[src/rtl/count_bcd_display.sv]
// rtl/count_bcd_display.sv - captures count on done, converts to BCD by double dabble,
// and scans three digits onto a 4-anode seven-segment display with leading-zero blanking.
module count_bcd_display #(
  parameter int CNT_W          = 7,
  parameter int REFRESH_DIV    = 50000,
  parameter bit SEG_ACTIVE_LOW = 1'b1
) (
  input  logic             Clk,
  input  logic             Rst,
  input  logic [CNT_W-1:0] count,
  input  logic             done,
  output logic [6:0]       seg,
  output logic [3:0]       an,
  output logic             busy,
  output logic             valid
);

  localparam int RW = (REFRESH_DIV > 1) ? $clog2(REFRESH_DIV) : 1;
  localparam logic [6:0] SEG_OFF = SEG_ACTIVE_LOW ? 7'h7F : 7'h00;

  typedef enum logic [1:0] {IDLE, CONV, LOAD} state_t;

  state_t           state;
  logic             done_q;
  logic [CNT_W-1:0] bin;
  logic [11:0]      bcd;
  logic [11:0]      bcd_adj;
  logic [3:0]       iter;
  logic [11:0]      dig;
  logic [RW-1:0]    rcnt;
  logic [1:0]       sel;
  logic             capture;

  logic [3:0]       nib;
  logic             blank;
  logic [6:0]       seg_nxt;
  logic [3:0]       an_nxt;

  function automatic logic [6:0] decode(input logic [3:0] d);
    case (d)
      4'd0:    decode = 7'h3F;
      4'd1:    decode = 7'h06;
      4'd2:    decode = 7'h5B;
      4'd3:    decode = 7'h4F;
      4'd4:    decode = 7'h66;
      4'd5:    decode = 7'h6D;
      4'd6:    decode = 7'h7D;
      4'd7:    decode = 7'h07;
      4'd8:    decode = 7'h7F;
      4'd9:    decode = 7'h6F;
      default: decode = 7'h00;
    endcase
  endfunction

  assign capture = done & ~done_q & (state == IDLE);

  always_comb begin
    bcd_adj = bcd;
    for (int i = 0; i < 3; i++) begin
      if (bcd[4*i +: 4] >= 4'd5) bcd_adj[4*i +: 4] = bcd[4*i +: 4] + 4'd3;
    end
  end

  always_ff @(posedge Clk or posedge Rst) begin
    if (Rst) begin
      state  <= IDLE;
      done_q <= 1'b0;
      bin    <= '0;
      bcd    <= '0;
      iter   <= '0;
      dig    <= '0;
      busy   <= 1'b0;
      valid  <= 1'b0;
    end else begin
      done_q <= done;
      case (state)
        IDLE: if (capture) begin
          bin   <= count;
          bcd   <= '0;
          iter  <= '0;
          busy  <= 1'b1;
          state <= CONV;
        end
        CONV: begin
          bcd  <= {bcd_adj[10:0], bin[CNT_W-1]};
          bin  <= bin << 1;
          iter <= iter + 4'd1;
          if (iter == 4'(CNT_W - 1)) state <= LOAD;
        end
        LOAD: begin
          dig   <= bcd;
          valid <= 1'b1;
          busy  <= 1'b0;
          state <= IDLE;
        end
        default: state <= IDLE;
      endcase
    end
  end

  // Digit slot advances each time the refresh counter wraps; slot 3 is never visited.
  always_ff @(posedge Clk or posedge Rst) begin
    if (Rst) begin
      rcnt <= '0;
      sel  <= 2'd0;
    end else if (rcnt == RW'(REFRESH_DIV - 1)) begin
      rcnt <= '0;
      sel  <= (sel == 2'd2) ? 2'd0 : sel + 2'd1;
    end else begin
      rcnt <= rcnt + RW'(1);
    end
  end

  always_comb begin
    nib     = 4'd0;
    blank   = 1'b1;
    seg_nxt = SEG_OFF;
    an_nxt  = 4'b1111;
    case (sel)
      2'd0: begin nib = dig[3:0];  blank = 1'b0; end
      2'd1: begin nib = dig[7:4];  blank = (dig[11:8] == 4'd0) && (dig[7:4] == 4'd0); end
      2'd2: begin nib = dig[11:8]; blank = (dig[11:8] == 4'd0); end
      default: begin nib = 4'd0; blank = 1'b1; end
    endcase
    if (valid && !blank) begin
      an_nxt  = ~(4'b0001 << sel);
      seg_nxt = SEG_ACTIVE_LOW ? ~decode(nib) : decode(nib);
    end
  end

  always_ff @(posedge Clk or posedge Rst) begin
    if (Rst) begin
      seg <= SEG_OFF;
      an  <= 4'b1111;
    end else begin
      seg <= seg_nxt;
      an  <= an_nxt;
    end
  end

endmodule

[config.mk]
export PLATFORM = sky130hd
export DESIGN_NAME = count_bcd_display
export DESIGN_NICKNAME = d
export VERILOG_FILES = /design/src/rtl/count_bcd_display.sv
export SDC_FILE = /design/constraint.sdc
export NUM_CORES = 1
export LEC_CHECK = 0
export BUFFER_PORTS_ARGS = -buffer_cell sky130_fd_sc_hd__buf_2
export CORE_MARGIN = 4
export CORE_UTILIZATION = 25
export CTS_BUF_LIST = sky130_fd_sc_hd__clkbuf_2 sky130_fd_sc_hd__clkbuf_4 sky130_fd_sc_hd__clkbuf_8
export DETAILED_ROUTE_END_ITERATION = 12
export SYNTH_ARGS = -nofsm -noshare
export SYNTH_HDL_FRONTEND = slang
export SYNTH_SLANG_ARGS = --single-unit
[constraint.sdc]
create_clock -name Clk -period 2.2 [get_ports Clk]
set_input_delay 0.22 -clock Clk [delete_from_list [all_inputs] [get_ports Clk]]
set_output_delay 0.22 -clock Clk [all_outputs]
set_load 0.01 [all_outputs]
==> results.ini, run 1 <==
[status]
run_status=finished, final reports clean

[hold_path]
hp-class=in2reg

[timing]
period_share_pct=85.1
maxSlewViolCount=0
fin_ws_ps=329
setup_viol=0
finalHoldViolations=0
max_freq_ghz=0.534
hold-worst-slack_ps=76.2
tns_ps=0
slew_headroom_pct=52.3
skew_ps=6.64
rsz0062_at_grt=false
min_period_ps=1870
worstMarginPinSlew_ps=715

[critical_path]
rrSetupSlack_ps=330
cp_common_cell=mux2i_1
worstSetupEndpoint=seg[3]
path_buf_inv=1
startpoint=sel[0]
r2r-end=seg[3]
reg2reg_from=sel[0]
cp-end-kind=register
cpPeakStageDelay_ps=500
worstRegToRegCells=6
crit_slowest_cell=dfrtp_1
worstPathRequired_ps=2440
path_cells=mux2i_1 > a2bb2oi_1 > inv_1 > ha_1 > mux2i_1 > a22oi_1
worst_ep_arrival_time_ps=2110
critPathKind=reg2reg
crit_path_start_kind=register
worst-path-stages=6
crit_fanout=7
crit_family=flip-flops

[floorplan]
start_util_pct=25.8
io_pins=23
rows=41
die_width_um=123
fp.dieArea_um2=15100
core_um2=12800
fp.dieH_um=123

[clock_tree]
cts_resized=0
cts_inserted_buffers=9
post_cts_buffers=0
cts_tree=done
htree_levels=3
clockBufferDepth=2
path_clk_slew_ps=70
clkLatencyLatePin_ps=350
cts_sinks=69
root_buffer=clkbuf_8

[route]
topRoutingLayerUsed=met4
wl_met3_um=297
met1Wirelength_um=2900
firstDrtPassIters=5
via_per_inst=4.49
via_count=2305
routed_wl_um=6070
wl_met2_um=2790
post_drt_wl_per_cell_um=11.8
drtAntennaViolNets=0
post-route-drc-count=0
drt_iter0_markers=177

[finish]
final_common_cell=dfrtp_1
num_antenna_cells=0
fill_cells=1297
area_growth_pct=18.2
final_cell_mix=dfrtp_1 (58), nor2_1 (25), nand2_1 (22), o21ai_0 (22), buf_2 (22)
nNetsFinal=360
drive_above_1_share_pct=22.3
fin_cells=513
multi_input_area_um2=1450
regArea_um2=1740

[logic_synthesis]
synth_area_leader_cell=dfrtp_1
syn_inst=305
ys.flop_type=dfrtp_1
post_synth_num_cell_types=44
yosys_warnings=0
synthTopCellsByArea=dfrtp_1 (44%), dfstp_2 (8.8%), ha_1 (5.3%)
synthArstFlopShare_pct=100
synth-edff-count=0
seq_area_frac_synth_pct=52.8
syn_nets=329
netlist.area_leader.share_pct=44.1
synthesis.area_um2=3290
ys_ff_latch=69
syn_avg_cell_area_um2=10.8

[global_routing]
grt-ovfl-total=0
grt_pass1_vias=2321
antenna_found_initial=0
grt_pass1_wl_um=10800
grt_usage_pct=9.06
grt_max_degree=70

[power_and_ir_drop]
peakVddDrop_v=0.000472
p_leak_nw=1.70
powerDensity_nw_per_um2=1220

[placed_design]
hpwl_um=4190
dpl.cell_count=495
place_congestion=0.796
pre_cts_slack_ps=356
io_buffers=22

[flow_run]
max-cap-violations=0

[cell type report]
cell class              count  share of cell area [%]
inverters                  15                    1.45
flip-flops and latches     69                    44.7
multi-input cells         209                    37.2
repair buffers             32                    5.21
well taps                 172                    5.53
clock inverters             4                    1.80
clock buffers              12                    4.08
[cells in the mapped netlist (2+ instances only)]
cell type	count
dfrtp_1	58
nor2_1	25
nand2_1	22
o21ai_0	22
nand3_1	19
inv_1	15
ha_1	14
mux2_2	14
dfstp_2	11
clkbuf_1	9
mux2i_1	8
nand2b_1	8
xnor2_1	8
a22oi_1	6
o31ai_1	6
xor2_1	6
a21oi_1	5
o22ai_1	5
and3_1	4
nor3_1	4
a32o_1	3
buf_2	3
nand4_1	3
nor2b_1	3
a2bb2oi_1	2
nor4b_1	2
nor4bb_1	2
o2bb2ai_1	2
[worst min path at each step]
| stage | start | endpoint | depth (start not counted) |
|---|---|---|---|
| final | count[0] | bin[0] | 3 |
| after global routing | count[0] | bin[0] | 3 |
| after CTS | count[0] | bin[0] | 3 |
| after detailed placement | Rst | rcnt[5] | 3 |
| after global placement | Rst | rcnt[5] | 3 |
| after floorplan | done | done_q | 0 |
[metal layers]
layer,vias to the layer above,global-route usage (%)
met2,40,13.9
li1,1133,-
met1,1123,11.6
met3,9,3.04
met4,0,3.99
met5,-,0
[report_power, final]
part | switching, W | internal, W
Sequential | 0.000262 | 0.00170
Clock | 0.000463 | 0.000709
Combinational | 0.000916 | 0.000714
[worst reg2reg max path: stages (launching register included)]
cell,delay (ps)
dfrtp_1,500
mux2i_1,250
a2bb2oi_1,390
inv_1,120
ha_1,220
mux2i_1,180
a22oi_1,100
[repair_timing]
item | in CTS | in global routing
endpoints found under the hold margin | 59 | 0
hold buffers | 2 | 0
setup endpoints to repair | 0 | 0
[per-stage QoR]
step	total power (W)	util (%)	instance area (um^2)
global route	0.00515	30.5	3890
CTS	0.00482	30.5	3890
global placement	0.00354	28.5	3640
floorplan	0.00316	-	3290
detailed placement	0.00362	28.5	3640
finish	0.00477	30.5	3890
[state kept, by name, indices dropped and copies added (netlist names)]
signal  count
an          4
done_q      1
seg         7
iter        4
busy        1
dig        12
bin         7
valid       1
sel         2
bcd        12
state       2
rcnt       16
[kinds of logic after synthesis]
| kind of cell | after synthesis | share of synthesized area [%] |
|---|---|---|
| DFF | 69 | 52.8 |
| xor gates and xnor gates | 14 | 3.72 |
| adders and majority gates | 14 | 5.32 |
| and+or+nand+nor | 101 | 15.8 |
| AOI/OAI and AO/OA | 57 | 11.8 |
| muxes | 22 | 7.22 |
| other | 1 | 0.114 |
| buffers and inverters | 27 | 3.19 |
Note: power is estimated with default switching activity, not from simulation.
==> run 2: changes to the inputs <==
Clock period 2.2 ns to 1.8 ns, I/O delays scaled along.
==> results.ini, run 2 (same netlist as run 1, synthesis figures left out) <==
[critical_path]
rrSetupSlack_ps=70
r2r-end=seg[3]
crit_path_start_kind=register
worstPathRequired_ps=2070
worstRegToRegCells=4
reg2reg_from=dig[8]
cp-end-kind=register
crit_fanout=5
critPathKind=reg2reg
worst_ep_arrival_time_ps=2000

[hold_path]
hold_depth=3
min-delay-start=count[6]
min_to=bin[6]
hp-class=in2reg

[timing]
hold-worst-slack_ps=61.1
skew_ps=10.7
min_period_ps=1730
slew_headroom_pct=60.3
setup_viol=0
worstMarginPinSlew_ps=595
max_freq_ghz=0.577
period_share_pct=96.2
finalHoldViolations=0
maxSlewViolCount=0
rsz0062_at_grt=true

[finish]
num_antenna_cells=0
top_regs=rcnt (16), bcd (12), dig (12)
nNetsFinal=372
largest_reg_flops=16
largest_register=rcnt
final_cell_mix=dfrtp_1 (58), nor2_1 (25), nand2_1 (22), o21ai_0 (22), buf_2 (22)
fin_cells=525
fill_cells=1307
area_growth_pct=21.4
final_common_cell=dfrtp_1
drive_above_1_share_pct=26.3

[clock_tree]
htree_levels=3
clkLatencyLatePin_ps=350
path_clk_slew_ps=80
root_buffer=clkbuf_8
cts_tree=done
clockBufferDepth=2
cts_inserted_buffers=9
cts_sinks=69

[floorplan]
start_util_pct=25.8
io_pins=23
fp.dieH_um=123
core_um2=12800
die_width_um=123
rows=41
fp.dieArea_um2=15100

[placed_design]
place_congestion=0.802
io_buffers=22
dpl.cell_count=505
hpwl_um=4500

[route]
post-route-drc-count=0
post_drt_wl_per_cell_um=11.8
drt_iter0_markers=111
drtAntennaViolNets=0
via_per_inst=4.40
via_count=2310
firstDrtPassIters=4
routed_wl_um=6190

[global_routing]
grt-ovfl-total=0
grt_max_degree=42
grt_pass1_vias=2271
grt_pass1_wl_um=10700
grt_usage_pct=9.00
antenna_found_initial=0

[status]
run_status=finished, final reports clean

[power_and_ir_drop]
p_leak_nw=1.74
peakVddDrop_v=0.000650
powerDensity_nw_per_um2=1450

[flow_run]
max-cap-violations=0

==> run 2: worst max-delay path, stage by stage, from the launching register on <==
cell and delay, ps:
dfrtp_1 410, or4_4 570, o31ai_4 330, nor4_4 110, a22oi_1 230
==> run 2: final cells by class <==
type                    instances  area (um^2)  share of cell area, %
clock inverters                 5         60.1                   1.50
clock buffers                  11          145                   3.63
well taps                     172          215                   5.38
multi-input cells             209         1500                   37.4
inverters                      15         60.1                   1.50
flip-flops and latches         69         1740                   43.5
repair buffers                 44          283                   7.07
==> run 2: per-stage QoR <==
step                      cell area, um^2  TNS, ps  setup slack (ps)  util (%)  power [W]
final                                4000        0              67.9      31.3    0.00581
after global routing                 4000    -48.4             -30.3      31.3    0.00632
after CTS                            3950        0              54.4      30.9    0.00586
after detailed placement             3720        0              68.8      29.1    0.00455
after global placement               3720        0               138      29.1    0.00445
after floorplan                      3300        0              7.34         -    0.00387
==> run 2: worst max-delay path by stage <==
stage / slack (ps) / from / endpoint
after floorplan: 7 / sel[0] / seg[4]
after global placement: 140 / sel[0] / seg[4]
after detailed placement: 70 / dig[9] / seg[3]
after CTS: 50 / dig[9] / seg[3]
after global routing: -30 / sel[0] / seg[2]
final: 70 / dig[8] / seg[3]
==> run 2: report_power, final <==
| part | leakage (nW) | internal [W] | switching (W) | total, W |
|---|---|---|---|---|
| registers | 0.846 | 0.00208 | 0.000321 | 0.00240 |
| logic | 0.791 | 0.000996 | 0.00115 | 0.00214 |
| clock network | 0.103 | 0.000694 | 0.000573 | 0.00127 |
==> run 2: repair_timing <==
item,CTS,global route
gates resized for setup,0,7
hold buffers,3,0
setup endpoints to repair,0,8
hold endpoints to repair,20,0
setup buffers,0,1
==> run 2: routing by layer <==
metal  global-route usage [%]  vias up  part of all wire [%]
met4                     3.15        0                   1.2
met1                     11.8     1103                    49
met5                        0        -                     0
met3                     3.41        8                   5.6
li1                         -     1155                     -
met2                     13.5       44                    45
